### src/rtl/ps2_tx.sv
// PS/2 host-to-device transmitter: clock inhibit, request-to-send, 10-bit frame
// clocked out on device falling edges, ACK sample, with a watchdog on the device phase.
module ps2_tx #(
    parameter int unsigned INHIBIT_CYCLES = 5000,
    parameter int unsigned TIMEOUT_CYCLES = 750000,
    parameter int unsigned DEB_BITS       = 3
) (
    input  logic       clk,
    input  logic       rst_n,
    input  logic [7:0] tx_data,
    input  logic       tx_valid,
    output logic       tx_ready,
    output logic       tx_done,
    output logic       tx_err,
    output logic       tx_busy,
    input  logic       ps2_clk_in,
    input  logic       ps2_data_in,
    output logic       ps2_clk_oe,
    output logic       ps2_data_oe
);

    localparam int unsigned INH_W = (INHIBIT_CYCLES > 1) ? $clog2(INHIBIT_CYCLES) : 1;
    localparam int unsigned WD_W  = (TIMEOUT_CYCLES > 1) ? $clog2(TIMEOUT_CYCLES) : 1;

    typedef enum logic [2:0] {
        IDLE,
        INHIBIT,
        RTS,
        SEND,
        ACK,
        RELEASE
    } state_t;

    state_t              state;
    logic [1:0]          clk_s;
    logic [1:0]          data_s;
    logic [DEB_BITS-1:0] deb_cnt;
    logic                clk_f;
    logic                clk_prev;
    logic                fall;
    logic [9:0]          frame;
    logic [3:0]          bit_cnt;
    logic [INH_W-1:0]    inh_cnt;
    logic [WD_W-1:0]     wd_cnt;
    logic                ack_err;

    // Synchronisers plus a filter that only follows the clock after 2^DEB_BITS differing samples in a row.
    always_ff @(posedge clk or negedge rst_n) begin
        if (!rst_n) begin
            clk_s    <= '1;
            data_s   <= '1;
            deb_cnt  <= '0;
            clk_f    <= 1'b1;
            clk_prev <= 1'b1;
        end else begin
            clk_s    <= {clk_s[0], ps2_clk_in};
            data_s   <= {data_s[0], ps2_data_in};
            clk_prev <= clk_f;
            if (clk_s[1] == clk_f) begin
                deb_cnt <= '0;
            end else if (deb_cnt == '1) begin
                clk_f   <= clk_s[1];
                deb_cnt <= '0;
            end else begin
                deb_cnt <= deb_cnt + DEB_BITS'(1);
            end
        end
    end

    assign fall = clk_prev & ~clk_f;

    always_ff @(posedge clk or negedge rst_n) begin
        if (!rst_n) begin
            state       <= IDLE;
            frame       <= '0;
            bit_cnt     <= '0;
            inh_cnt     <= '0;
            wd_cnt      <= '0;
            ack_err     <= 1'b0;
            ps2_clk_oe  <= 1'b0;
            ps2_data_oe <= 1'b0;
            tx_done     <= 1'b0;
            tx_err      <= 1'b0;
            tx_busy     <= 1'b0;
            tx_ready    <= 1'b1;
        end else begin
            tx_done <= 1'b0;
            case (state)
                IDLE: begin
                    if (tx_valid && tx_ready) begin
                        frame      <= {1'b1, ~^tx_data, tx_data};
                        inh_cnt    <= '0;
                        ps2_clk_oe <= 1'b1;
                        tx_ready   <= 1'b0;
                        tx_busy    <= 1'b1;
                        state      <= INHIBIT;
                    end
                end
                INHIBIT: begin
                    // Clock release and start bit share the last inhibit edge so the pull lasts exactly INHIBIT_CYCLES.
                    if (inh_cnt == INH_W'(INHIBIT_CYCLES - 1)) begin
                        ps2_clk_oe  <= 1'b0;
                        ps2_data_oe <= 1'b1;
                        wd_cnt      <= '0;
                        state       <= RTS;
                    end else begin
                        inh_cnt <= inh_cnt + INH_W'(1);
                    end
                end
                RTS: begin
                    // Watchdog was cleared at clock release; this cycle already counts toward the timeout.
                    bit_cnt <= '0;
                    wd_cnt  <= wd_cnt + WD_W'(1);
                    state   <= SEND;
                end
                SEND, ACK: begin
                    if (wd_cnt == WD_W'(TIMEOUT_CYCLES - 1)) begin
                        ps2_clk_oe  <= 1'b0;
                        ps2_data_oe <= 1'b0;
                        tx_done     <= 1'b1;
                        tx_err      <= 1'b1;
                        tx_ready    <= 1'b1;
                        tx_busy     <= 1'b0;
                        state       <= IDLE;
                    end else begin
                        wd_cnt <= wd_cnt + WD_W'(1);
                        if (fall) begin
                            if (state == SEND) begin
                                ps2_data_oe <= ~frame[bit_cnt];
                                if (bit_cnt == 4'd9) begin
                                    state <= ACK;
                                end else begin
                                    bit_cnt <= bit_cnt + 4'd1;
                                end
                            end else begin
                                ps2_data_oe <= 1'b0;
                                ack_err     <= data_s[1];
                                state       <= RELEASE;
                            end
                        end
                    end
                end
                RELEASE: begin
                    if (clk_f && data_s[1]) begin
                        tx_done  <= 1'b1;
                        tx_err   <= ack_err;
                        tx_ready <= 1'b1;
                        tx_busy  <= 1'b0;
                        state    <= IDLE;
                    end
                end
                default: state <= IDLE;
            endcase
        end
    end

endmodule

### config.mk
export PLATFORM = sky130hd
export DESIGN_NAME = ps2_tx
export DESIGN_NICKNAME = d
export VERILOG_FILES = /design/src/rtl/ps2_tx.sv
export SDC_FILE = /design/constraint.sdc
export NUM_CORES = 1
export LEC_CHECK = 0
export BUFFER_PORTS_ARGS = -buffer_cell sky130_fd_sc_hd__buf_2
export CAP_MARGIN = 15
export CORE_ASPECT_RATIO = 1.25
export CORE_MARGIN = 2
export CORE_UTILIZATION = 61
export CTS_CLUSTER_SIZE = 10
export DETAILED_ROUTE_END_ITERATION = 8
export PLACE_DENSITY = 0.8
export SETUP_SLACK_MARGIN = 0.4
export SLEW_MARGIN = 0
export SYNTH_ARGS = -nofsm -noshare
export SYNTH_HDL_FRONTEND = slang
export SYNTH_SLANG_ARGS = --single-unit
### constraint.sdc
create_clock -name clk -period 2.8 [get_ports clk]
set_input_delay 0.42 -clock clk [delete_from_list [all_inputs] [get_ports clk]]
set_output_delay 0.42 -clock clk [all_outputs]
set_load 0.03 [all_outputs]
# Word level (Yosys, flattened, before mapping)
# Index checks and enable logic that the tools add are counted.
[word_totals]
romBits = 0
reg_bits = 66
word_cells = 115
output_inout_bits = 6
input_bits = 13
mem_count = 0
latchBits = 0
ramBits = 0
[classes]
n_div = 0
n_bitwise = 6
n_mux = 43
n_eq_ne = 21
reduce_logical = 23
magnitude_cmp = 1
shift = 0
n_addsub = 4
multipliers = 0
[ops]
columns = ["op", "count"]
rows = [
  ["case mux 20 bit (3 select lines)", 1],
  ["2-to-1 mux 20 bit", 2],
  ["2-to-1 mux 3 bit", 9],
  ["2-to-1 mux 13 bit", 2],
  ["case mux 13 bit (2 select lines)", 1],
  ["adder 20 x 1 -> 20 bit (second input constant)", 1],
  ["== test 20 bit (second input constant)", 1],
  ["inequality test 2 bit (second input constant)", 9],
  ["2-to-1 mux 4 bit", 4],
  ["2-to-1 mux 1 bit", 15],
  ["case mux 3 bit (5 select lines)", 1],
  ["adder 13 x 1 -> 13 bit (second input constant)", 1],
  ["== test 13 bit (second input constant)", 1],
  ["AND reduction 3 bit", 4],
  ["AND reduction 4 bit", 3],
  ["AND reduction 5 bit", 2],
  ["== test 3 bit (second input constant)", 3],
  ["case mux 1 bit (3 select lines)", 3],
  ["nonzero test 3 bit", 3],
  ["case mux 4 bit (2 select lines)", 1],
  ["nonzero test 2 bit", 4],
  ["XNOR reduction 8 bit", 1],
  ["== test 3 x 2 -> 1 bit (second input constant)", 2],
  ["case mux 1 bit (2 select lines)", 3],
  ["15 further kinds", 21],
]

# Depth between registers and ports, before layout
# Gate-level depths: netlist of the first run.
[depth]
word_depth = 7
ltp_mapped = 8
mapped_depth_nobuf = 7

# Worst setup path before layout of the first run
# OpenSTA, ideal clock, no wires.
[synth_path]
path_type = "flip-flop to flip-flop"
start = "register inh_cnt[0]"
end = "register wd_cnt[16]"
n_path_buf = 1
arrival_time_ns = 2.362
setup_ns = 0.078
required_time_ns = 2.722
slack_ns = 0.360
period_less_slack_ns = 2.440
path_stages_with_launch = 8
cell_sequence = "dfrtp_1 ha_1 and2_1 and4_1 a2111oi_0 nor2_2 clkbuf_1 a21oi_1"
[synth_via]
elab_chain_len = 3
[synth_rtl]
columns = ["element", "line_no", "rtl"]
rows = [
  ["start, declared", "43", "logic [INH_W-1:0] inh_cnt;"],
  ["start signal, assigned", "107", "inh_cnt <= inh_cnt + INH_W'(1);"],
  ["== test 13 bit", "101", "if (inh_cnt == INH_W'(INHIBIT_CYCLES - 1)) begin"],
  ["inequality test 2 bit (no line)", "--", ""],
  ["AND reduction 3 bit (no line)", "--", ""],
  ["end signal, assigned", "113", "wd_cnt <= wd_cnt + WD_W'(1);"],
  ["end signal, assigned", "126", "wd_cnt <= wd_cnt + WD_W'(1);"],
  ["end, declared", "44", "logic [WD_W-1:0] wd_cnt;"],
]
# Every way passes these cells.
# A chain may end at the register's enable or synchronous reset.

# Worst setup path in the final report of the first run
[layout_path]
start = "register wd_cnt[9]"
end = "register wd_cnt[0]"
[layout_via]
elab_chain_len = 3
[layout_rtl]
columns = ["element", "line_no", "rtl"]
rows = [
  ["== test 20 bit", "117", "if (wd_cnt == WD_W'(TIMEOUT_CYCLES - 1)) begin"],
  ["inequality test 2 bit (no line)", "--", ""],
  ["AND reduction 3 bit (no line)", "--", ""],
]
# Every way passes these cells.

==> results of run 1 <==
## cell families after synthesis
logic type               after synthesis
AO/OA/AOI/OAI                         68
XOR/XNOR                              26
adder cells (fa/ha/maj)                6
buffers and inverters                 20
flip-flops                            66
multiplexers                          17
AND/OR/NAND/NOR                      130
## power by group
group          switching, W  leakage (nW)  total [W]  internal (W)
sequential         0.000226         0.841    0.00138       0.00116
combinational      0.000615         0.734    0.00108      0.000466
clock              0.000345        0.0872   0.000687      0.000342
## stage by stage
step | hold slack [ns] | instance area (um^2) | total power (W) | std cells | utilization
2_1_floorplan | 0.124 | 3450 | 0.00220 | 333 | -
3_3_place_gp | 0.346 | 3580 | 0.00233 | 409 | 0.659
3_5_place_dp | 0.348 | 3580 | 0.00238 | 409 | 0.659
4_1_cts | 0.107 | 3770 | 0.00312 | 427 | 0.694
5_1_grt | 0.136 | 3840 | 0.00336 | 432 | 0.705
6_report | 0.0890 | 3840 | 0.00315 | 432 | 0.705
## cells in the final DEF, fill, tap and decap left out, drive strengths merged, types with 8 or more instances in the layout
cell type / n
inv: 9
buf: 28
a21oi: 17
nand3: 12
nand2: 25
xnor2: 19
clkbuf: 13
dfrtp: 59
mux2: 12
nand4: 8
o21ai: 20
or3: 8
nor2: 35
## registers in the layout, summed over array words and instances, names as in the netlist
| name | count |
|---|---|
| tx_busy | 1 |
| wd_cnt | 20 |
| clk_prev | 1 |
| tx_err | 1 |
| clk_s | 2 |
| tx_ready | 1 |
| ack_err | 1 |
| clk_f | 1 |
| inh_cnt | 13 |
| ps2_data_oe | 1 |
| deb_cnt | 3 |
| ps2_clk_oe | 1 |
| bit_cnt | 4 |
| frame | 10 |
| tx_done | 1 |
| data_s | 2 |
| state | 3 |
## area by class of cell
cell class,count,share of cell area
clock inverters,3,0.00391
well taps,64,0.0209
clock buffers,13,0.0388
flip-flops and latches,66,0.433
repair buffers,28,0.0463
multi-input cells,249,0.448
inverters,9,0.00881
## final timing paths
path	from	to
setup / recovery	wd_cnt[9]	wd_cnt[0]
setup reg to reg	wd_cnt[9]	wd_cnt[0]
max in group asynchronous	rst_n	clk_s[1]
min in group clk	ps2_data_in	data_s[0]
hold reg to reg	data_s[0]	data_s[1]
hold / removal	rst_n	wd_cnt[14]
## metal layers
layer | up-vias | part of all wire | track usage | routed length [um]
li1 | 1264 | - | - | -
met1 | 1289 | 0.44 | 0.314 | 3170
met2 | 62 | 0.51 | 0.432 | 3640
met3 | 15 | 0.035 | 0.0518 | 255
met4 | 0 | 0.020 | 0.110 | 144
met5 | - | 0 | 0 | 0
## worst reg2reg max path, stage by stage, from the launching register on
cell and delay, ns:
sky130_fd_sc_hd__dfrtp_2 0.44, sky130_fd_sc_hd__or4_4 0.53, sky130_fd_sc_hd__or4_4 0.58, sky130_fd_sc_hd__o21ai_4 0.21
sky130_fd_sc_hd__and2_4 0.24, sky130_fd_sc_hd__buf_4 0.13, sky130_fd_sc_hd__mux2i_1 0.16
## what timing repair did
item	in CTS	in global routing
setup buffers	0	5
pin swaps	2	3
gates cloned	2	0
resized for setup	4	6
endpoints found under the setup margin	14	27
==> impl_metrics.xml, run 1 <==
<?xml version="1.0" encoding="UTF-8"?>
<metrics>
  <group name="place">
    <metric name="port-buffer-count" unit="">18</metric>
    <metric name="place.gp.congestion" unit="">0.843</metric>
    <metric name="dp_slack" unit="ns">0.340</metric>
    <metric name="detailedPlacementHpwl" unit="um">4760</metric>
  </group>
  <group name="critical_path">
    <metric name="critical_path_cell_count" unit="">6</metric>
    <metric name="worstRegToRegCells" unit="">6</metric>
    <metric name="critPathArrivalTime" unit="ns">2.64</metric>
    <metric name="criticalPathCategory" unit="">reg -&gt; reg</metric>
    <metric name="startpoint_type" unit="">register</metric>
    <metric name="critPathRequiredTime" unit="ns">3.07</metric>
    <metric name="crit_fanout" unit="">8</metric>
    <metric name="timing.critical_path.max_delay_family" unit="">simple AND/OR/NAND/NOR gates</metric>
    <metric name="timing.critical_path.slowest_cell_delay" unit="ns">0.58</metric>
    <metric name="worst_path_max_delay_cell" unit="">sky130_fd_sc_hd__or4_4</metric>
    <metric name="critical_path.cell_chain" unit="">or4_4 &gt; or4_4 &gt; o21ai_4 &gt; and2_4 &gt; buf_4 &gt; mux2i_1</metric>
    <metric name="setup.worst_path.end_class" unit="">register</metric>
    <metric name="reg2reg_setup_slack" unit="ns">0.44</metric>
    <metric name="critical_path.most_common_cell" unit="">sky130_fd_sc_hd__or4_4</metric>
    <metric name="crit_buf_inv" unit="">1</metric>
  </group>
  <group name="logic_synthesis">
    <metric name="yosysSeqAreaShare" unit="">0.481</metric>
    <metric name="synth.area.top_cells" unit="">sky130_fd_sc_hd__dfrtp_1 43%, sky130_fd_sc_hd__dfstp_2 5.3%, sky130_fd_sc_hd__xnor2_1 4.8%</metric>
    <metric name="most_frequent_cell_after_synthesis" unit="">sky130_fd_sc_hd__dfrtp_1</metric>
    <metric name="synth_top_cell_by_area" unit="">sky130_fd_sc_hd__dfrtp_1</metric>
    <metric name="net_count_of_the_mapped_netlist" unit="">352</metric>
    <metric name="post-synth-top-area-fraction" unit="">0.428</metric>
    <metric name="flops_latches_synth" unit="">66</metric>
    <metric name="syn_avg_cell_area" unit="um^2">10.4</metric>
    <metric name="async_flop_share" unit="">1.00</metric>
    <metric name="netlist_area_before_placement" unit="mm^2">0.00345</metric>
    <metric name="synth_compound_area_frac" unit="">0.134</metric>
    <metric name="postSynthCellCount" unit="">333</metric>
    <metric name="synthSimpleGateAreaFrac" unit="">0.199</metric>
    <metric name="synth-main-ff-cell" unit="">sky130_fd_sc_hd__dfrtp_1</metric>
    <metric name="yosys.area_share.adder" unit="">0.0217</metric>
    <metric name="synth_enable_flop_cells" unit="">0</metric>
    <metric name="post_synth_mux_area_share" unit="">0.0609</metric>
    <metric name="synth_cell_types" unit="">59</metric>
    <metric name="synth_warnings" unit="">0</metric>
    <metric name="synthXorXnorAreaFrac" unit="">0.0659</metric>
    <metric name="ys_top_cells_by_count" unit="">59 x sky130_fd_sc_hd__dfrtp_1, 34 x sky130_fd_sc_hd__nor2_1, 25 x sky130_fd_sc_hd__nand2_1</metric>
    <metric name="largest_family_of_logic_cells_by_synthesized_area" unit="">simple AND/OR/NAND/NOR gates</metric>
  </group>
  <group name="routing">
    <metric name="drt-pass1-iter-count" unit="">4</metric>
    <metric name="postRouteWirelength" unit="um">7210</metric>
    <metric name="drt_drc_violations_left" unit="">0</metric>
    <metric name="vias" unit="">2630</metric>
    <metric name="route.antenna.remaining_nets" unit="">0</metric>
    <metric name="detailed_route_wire_length_per_cell" unit="um">16.7</metric>
    <metric name="vias_per_cell" unit="">6.09</metric>
    <metric name="drt-initial-drc-count" unit="">209</metric>
  </group>
  <group name="global_route">
    <metric name="number_of_antenna_violations_at_the_first_check_in_global_routing" unit="">0</metric>
    <metric name="globalRoute.totalOverflow" unit="">0</metric>
    <metric name="pin_count_of_the_biggest_net_entering_global_routing" unit="">42</metric>
    <metric name="grt_pass1_vias" unit="">2692</metric>
    <metric name="grt_usage" unit="">0.254</metric>
    <metric name="grt_pass1_wl" unit="um">12400</metric>
  </group>
  <group name="floorplan">
    <metric name="floorplan.initialDensity" unit="">0.634</metric>
    <metric name="floorplan.core_area" unit="mm^2">0.00544</metric>
    <metric name="dieArea" unit="mm^2">0.00628</metric>
    <metric name="chipWidth" unit="um">71.3</metric>
    <metric name="number_of_top_level_pins" unit="">19</metric>
    <metric name="floorplan.die.height" unit="um">88.1</metric>
    <metric name="placementRows" unit="">30</metric>
  </group>
  <group name="timing">
    <metric name="timing.max_slew.rel_slack" unit="">0.568</metric>
    <metric name="setup_repair_after_global_routing_missed_its_margin" unit="">true</metric>
    <metric name="setup_viol" unit="">0</metric>
    <metric name="hold_viol_final" unit="">0</metric>
    <metric name="worstMarginPinSlew" unit="ns">0.632</metric>
    <metric name="period_needed" unit="ns">2.36</metric>
    <metric name="portion_of_the_clock_cycle_consumed_by_the_worst_path_in_the_final_layout" unit="">0.845</metric>
    <metric name="timing.fmax" unit="MHz">423</metric>
    <metric name="finalWorstSetupSlack" unit="ns">0.435</metric>
    <metric name="timing.clock.skew" unit="ns">0.00782</metric>
    <metric name="fin_setup_tns" unit="ns">0</metric>
    <metric name="slew_violations" unit="">0</metric>
  </group>
  <group name="run">
    <metric name="maxCapViolations" unit="">0</metric>
  </group>
  <group name="finish">
    <metric name="multi_input_area" unit="mm^2">0.00172</metric>
    <metric name="area.growth.synth_to_final" unit="%">11.1</metric>
    <metric name="antenna_diode_count" unit="">0</metric>
    <metric name="register_area" unit="mm^2">0.00166</metric>
    <metric name="fraction_of_final_layout_cells_sized_beyond_drive_strength_1" unit="">0.250</metric>
    <metric name="fill_cell_count" unit="">391</metric>
    <metric name="design.final.nets" unit="">382</metric>
  </group>
  <group name="clock_tree">
    <metric name="cts.root.buffer_cell" unit="">sky130_fd_sc_hd__clkbuf_8</metric>
    <metric name="clock_tree_from_tritoncts" unit="">yes</metric>
    <metric name="cts_buf_count" unit="">9</metric>
    <metric name="max-clock-path-buffers" unit="">2</metric>
    <metric name="cts_hold_repair.buffers" unit="">0</metric>
    <metric name="clk-insertion-delay-late" unit="ns">0.34</metric>
    <metric name="cts_max_level" unit="">3</metric>
    <metric name="cts.clk_slew.worst_paths" unit="ns">0.07</metric>
    <metric name="cts_sinks" unit="">66</metric>
  </group>
  <group name="power_and_ir_drop">
    <metric name="irDropWorstVdd" unit="mV">0.500</metric>
    <metric name="cellLeakagePower" unit="nW">1.66</metric>
    <metric name="p_per_cell_area" unit="mW/mm^2">821</metric>
  </group>
  <group name="worst_hold_path">
    <metric name="hp-class" unit="">in -&gt; async</metric>
  </group>
  <group name="status">
    <metric name="outcome" unit="">finished clean</metric>
  </group>
</metrics>
Note: power is estimated with default switching activity, not from simulation.
==> inputs of run 2 (changes only) <==
--- a/config.mk
+++ b/config.mk
@@ -5,14 +5,15 @@
 export SDC_FILE = /design/constraint.sdc
 export NUM_CORES = 1
 export LEC_CHECK = 0
+export ABC_AREA = 1
 export BUFFER_PORTS_ARGS = -buffer_cell sky130_fd_sc_hd__buf_2
 export CAP_MARGIN = 15
 export CORE_ASPECT_RATIO = 1.25
 export CORE_MARGIN = 2
-export CORE_UTILIZATION = 61
+export CORE_UTILIZATION = 56
 export CTS_CLUSTER_SIZE = 10
 export DETAILED_ROUTE_END_ITERATION = 8
-export PLACE_DENSITY = 0.8
+export PLACE_DENSITY = 0.77
 export SETUP_SLACK_MARGIN = 0.4
 export SLEW_MARGIN = 0
 export SYNTH_ARGS = -nofsm -noshare
==> constraint.sdc (replaced) <==
create_clock -name clk -period 2.1 [get_ports clk]
set_input_delay 0.315 -clock clk [delete_from_list [all_inputs] [get_ports clk]]
set_output_delay 0.315 -clock clk [all_outputs]
set_load 0.03 [all_outputs]
==> impl_metrics.xml, run 2 <==
<?xml version="1.0" encoding="UTF-8"?>
<metrics>
  <group name="status">
    <metric name="outcome" unit="">finished clean</metric>
  </group>
  <group name="clock_tree">
    <metric name="cts_sinks" unit="">66</metric>
    <metric name="cts_buf_count" unit="">9</metric>
    <metric name="cts.clk_slew.worst_paths" unit="ns">0.08</metric>
    <metric name="clock_tree_from_tritoncts" unit="">yes</metric>
    <metric name="clk-insertion-delay-late" unit="ns">0.35</metric>
    <metric name="cts_max_level" unit="">3</metric>
    <metric name="max-clock-path-buffers" unit="">2</metric>
    <metric name="cts.root.buffer_cell" unit="">sky130_fd_sc_hd__clkbuf_8</metric>
  </group>
  <group name="routing">
    <metric name="detailed_route_wire_length_per_cell" unit="um">13.3</metric>
    <metric name="drt-pass1-iter-count" unit="">5</metric>
    <metric name="drt_drc_violations_left" unit="">0</metric>
    <metric name="postRouteWirelength" unit="um">8830</metric>
    <metric name="route.antenna.remaining_nets" unit="">0</metric>
    <metric name="vias" unit="">3522</metric>
    <metric name="drt-initial-drc-count" unit="">203</metric>
    <metric name="vias_per_cell" unit="">5.32</metric>
  </group>
  <group name="logic_synthesis">
    <metric name="syn_avg_cell_area" unit="um^2">7.50</metric>
    <metric name="post-synth-top-area-fraction" unit="">0.373</metric>
    <metric name="synth_cell_types" unit="">35</metric>
    <metric name="synth.area.top_cells" unit="">sky130_fd_sc_hd__dfrtp_1 37%, sky130_fd_sc_hd__nand2_1 16%, sky130_fd_sc_hd__nor2_1 6.2%</metric>
    <metric name="synth_enable_flop_cells" unit="">0</metric>
    <metric name="postSynthCellCount" unit="">527</metric>
    <metric name="netlist_area_before_placement" unit="mm^2">0.00395</metric>
    <metric name="most_frequent_cell_after_synthesis" unit="">sky130_fd_sc_hd__nand2_1</metric>
    <metric name="yosysSeqAreaShare" unit="">0.420</metric>
    <metric name="synth_warnings" unit="">0</metric>
    <metric name="async_flop_share" unit="">1.00</metric>
    <metric name="synth-main-ff-cell" unit="">sky130_fd_sc_hd__dfrtp_1</metric>
    <metric name="net_count_of_the_mapped_netlist" unit="">546</metric>
    <metric name="ys_top_cells_by_count" unit="">164 x sky130_fd_sc_hd__nand2_1, 65 x sky130_fd_sc_hd__nor2_1, 59 x sky130_fd_sc_hd__dfrtp_1</metric>
    <metric name="synth_top_cell_by_area" unit="">sky130_fd_sc_hd__dfrtp_1</metric>
    <metric name="flops_latches_synth" unit="">66</metric>
  </group>
  <group name="finish">
    <metric name="top_regs" unit="">wd_cnt x20, inh_cnt x13, frame x10</metric>
    <metric name="fraction_of_final_layout_cells_sized_beyond_drive_strength_1" unit="">0.203</metric>
    <metric name="antenna_diode_count" unit="">0</metric>
    <metric name="fill_cell_count" unit="">583</metric>
    <metric name="post-route-cell-area" unit="mm^2">0.00459</metric>
    <metric name="final_cell_mix" unit="">160 x sky130_fd_sc_hd__nand2_1, 60 x sky130_fd_sc_hd__nor2_1, 52 x sky130_fd_sc_hd__dfrtp_1</metric>
    <metric name="final_util" unit="">0.667</metric>
    <metric name="register_with_the_highest_flop_count" unit="">wd_cnt</metric>
    <metric name="largest_register_ff_count" unit="">20</metric>
    <metric name="mostFrequentLayoutCell" unit="">sky130_fd_sc_hd__nand2_1</metric>
    <metric name="area.growth.synth_to_final" unit="%">16.2</metric>
    <metric name="design.final.nets" unit="">586</metric>
  </group>
  <group name="timing">
    <metric name="setup_repair_after_global_routing_missed_its_margin" unit="">true</metric>
    <metric name="slew_violations" unit="">0</metric>
    <metric name="worstMarginPinSlew" unit="ns">0.397</metric>
    <metric name="period_needed" unit="ns">1.71</metric>
    <metric name="setup_viol" unit="">0</metric>
    <metric name="finalWorstSetupSlack" unit="ns">0.394</metric>
    <metric name="timing.fmax" unit="MHz">586</metric>
    <metric name="timing.max_slew.rel_slack" unit="">0.733</metric>
    <metric name="portion_of_the_clock_cycle_consumed_by_the_worst_path_in_the_final_layout" unit="">0.812</metric>
    <metric name="fin_setup_tns" unit="ns">0</metric>
    <metric name="hold_viol_final" unit="">0</metric>
    <metric name="timing.clock.skew" unit="ns">0.0147</metric>
  </group>
  <group name="place">
    <metric name="detailedPlacementHpwl" unit="um">5870</metric>
    <metric name="placedInstanceArea" unit="mm^2">0.00413</metric>
    <metric name="place.gp.congestion" unit="">0.932</metric>
    <metric name="dp_slack" unit="ns">0.274</metric>
    <metric name="port-buffer-count" unit="">18</metric>
  </group>
  <group name="critical_path">
    <metric name="timing.critical_path.slowest_cell_delay" unit="ns">0.41</metric>
    <metric name="reg2reg_setup_slack" unit="ns">0.39</metric>
    <metric name="crit_fanout" unit="">5</metric>
    <metric name="critPathRequiredTime" unit="ns">2.33</metric>
    <metric name="critical_path.most_common_cell" unit="">sky130_fd_sc_hd__nand2_1</metric>
    <metric name="timing.critical_path.max_delay_family" unit="">simple AND/OR/NAND/NOR gates</metric>
    <metric name="startpoint_type" unit="">register</metric>
    <metric name="crit_buf_inv" unit="">1</metric>
    <metric name="criticalPathCategory" unit="">reg -&gt; reg</metric>
    <metric name="worst_path_max_delay_cell" unit="">sky130_fd_sc_hd__dfrtp_1</metric>
    <metric name="critical_path.cell_chain" unit="">inv_1 &gt; nand2_1 &gt; nor2_2 &gt; nand3_2 &gt; nand2_4 &gt; nand2_1 &gt; nor2_4 &gt; nand3_2 &gt; nand2_1 &gt; nand2_1</metric>
    <metric name="critPathArrivalTime" unit="ns">1.94</metric>
    <metric name="setup.worst_path.end_class" unit="">register</metric>
  </group>
  <group name="run">
    <metric name="maxCapViolations" unit="">0</metric>
  </group>
  <group name="global_route">
    <metric name="grt_pass1_vias" unit="">3304</metric>
    <metric name="grt_pass1_wl" unit="um">14400</metric>
    <metric name="pin_count_of_the_biggest_net_entering_global_routing" unit="">67</metric>
    <metric name="number_of_antenna_violations_at_the_first_check_in_global_routing" unit="">0</metric>
    <metric name="globalRoute.totalOverflow" unit="">0</metric>
    <metric name="grt_usage" unit="">0.232</metric>
  </group>
  <group name="floorplan">
    <metric name="floorplan.core_area" unit="mm^2">0.00689</metric>
    <metric name="dieArea" unit="mm^2">0.00775</metric>
    <metric name="floorplan.initialDensity" unit="">0.574</metric>
    <metric name="number_of_top_level_pins" unit="">19</metric>
    <metric name="floorplan.die.height" unit="um">97.9</metric>
    <metric name="chipWidth" unit="um">79.2</metric>
    <metric name="placementRows" unit="">34</metric>
  </group>
  <group name="worst_hold_path">
    <metric name="hp-class" unit="">in -&gt; reg</metric>
  </group>
  <group name="power_and_ir_drop">
    <metric name="cellLeakagePower" unit="nW">2.12</metric>
    <metric name="p_per_cell_area" unit="mW/mm^2">1190</metric>
    <metric name="irDropWorstVdd" unit="mV">0.824</metric>
  </group>
</metrics>
## run 2: cell types whose count changed after synthesis, sizes merged, moves of 8 or more
cell and change:
a21oi -13, or3 -8, xnor2 -8, nand2 +146, o21ai +20, inv +46, mux2 -12, nand3 +34
nor2 +37
## run 2: final timing paths
kind	cells past startpoint	from	end
worst max-delay path	10	inh_cnt[3]	state[0]
worst min-delay path	1	ps2_clk_in	clk_s[0]
worst max register to register	10	inh_cnt[3]	state[0]
worst min register to register	0	clk_s[0]	clk_s[1]
max in group asynchronous	3	rst_n	clk_s[0]
min in group asynchronous	3	rst_n	inh_cnt[6]
## run 2: power breakdown
part	internal, W	switching (W)
Combinational	0.000891	0.00149
Clock	0.000678	0.000546
Sequential	0.00160	0.000240
Total	0.00317	0.00228
## run 2: layout make-up
| type | instances | area [um^2] | share of cell area |
|---|---|---|---|
| clock buffers | 9 | 124 | 0.0270 |
| clock inverters | 7 | 100 | 0.0218 |
| inverters | 56 | 216 | 0.0471 |
| multi-input cells | 395 | 2080 | 0.452 |
| flip-flops and latches | 66 | 1670 | 0.363 |
| well taps | 90 | 113 | 0.0245 |
| repair buffers | 39 | 297 | 0.0645 |
## run 2: through the flow
step                total power [W]  hold slack [ns]  std cells
floorplan                   0.00346           0.0194        527
global placement            0.00380            0.346        629
detailed placement          0.00385            0.347        629
CTS                         0.00515           0.0367        649
global route                0.00582           0.0364        662
finish                      0.00545           0.0548        662
## run 2: kinds of logic after synthesis
| family | count (synthesis) | share of synthesized area |
|---|---|---|
| flops | 66 | 0.420 |
| compound gates | 47 | 0.0703 |
| xor+xnor | 24 | 0.0532 |
| buf+inv | 66 | 0.0741 |
| simple gates | 318 | 0.364 |
| fa+ha+maj | 6 | 0.0190 |
## run 2: worst register-to-register path: cells and delay by family, from the launching register on
| kind | cells | cell delay (ns) |
|---|---|---|
| flops | 1 | 0.41 |
| simple gates | 9 | 1.02 |
| buf+inv | 1 | 0.15 |
## run 2: routing by layer
layer / vias up / routed length (um) / GRT usage
met4: 0 / 177 / 0.0942
met3: 19 / 295 / 0.0508
met1: 1670 / 3900 / 0.282
met2: 71 / 4450 / 0.398
li1: 1762 / - / -
met5: - / 0 / 0
## run 2: timing repair
item                       CTS  global route
hold endpoints to repair    59             0
cloned                       0             1
hold buffers                 1             0
pin swaps                    2             9
resized for setup            3            27
buffers inserted             3            12
setup endpoints to repair   31            43
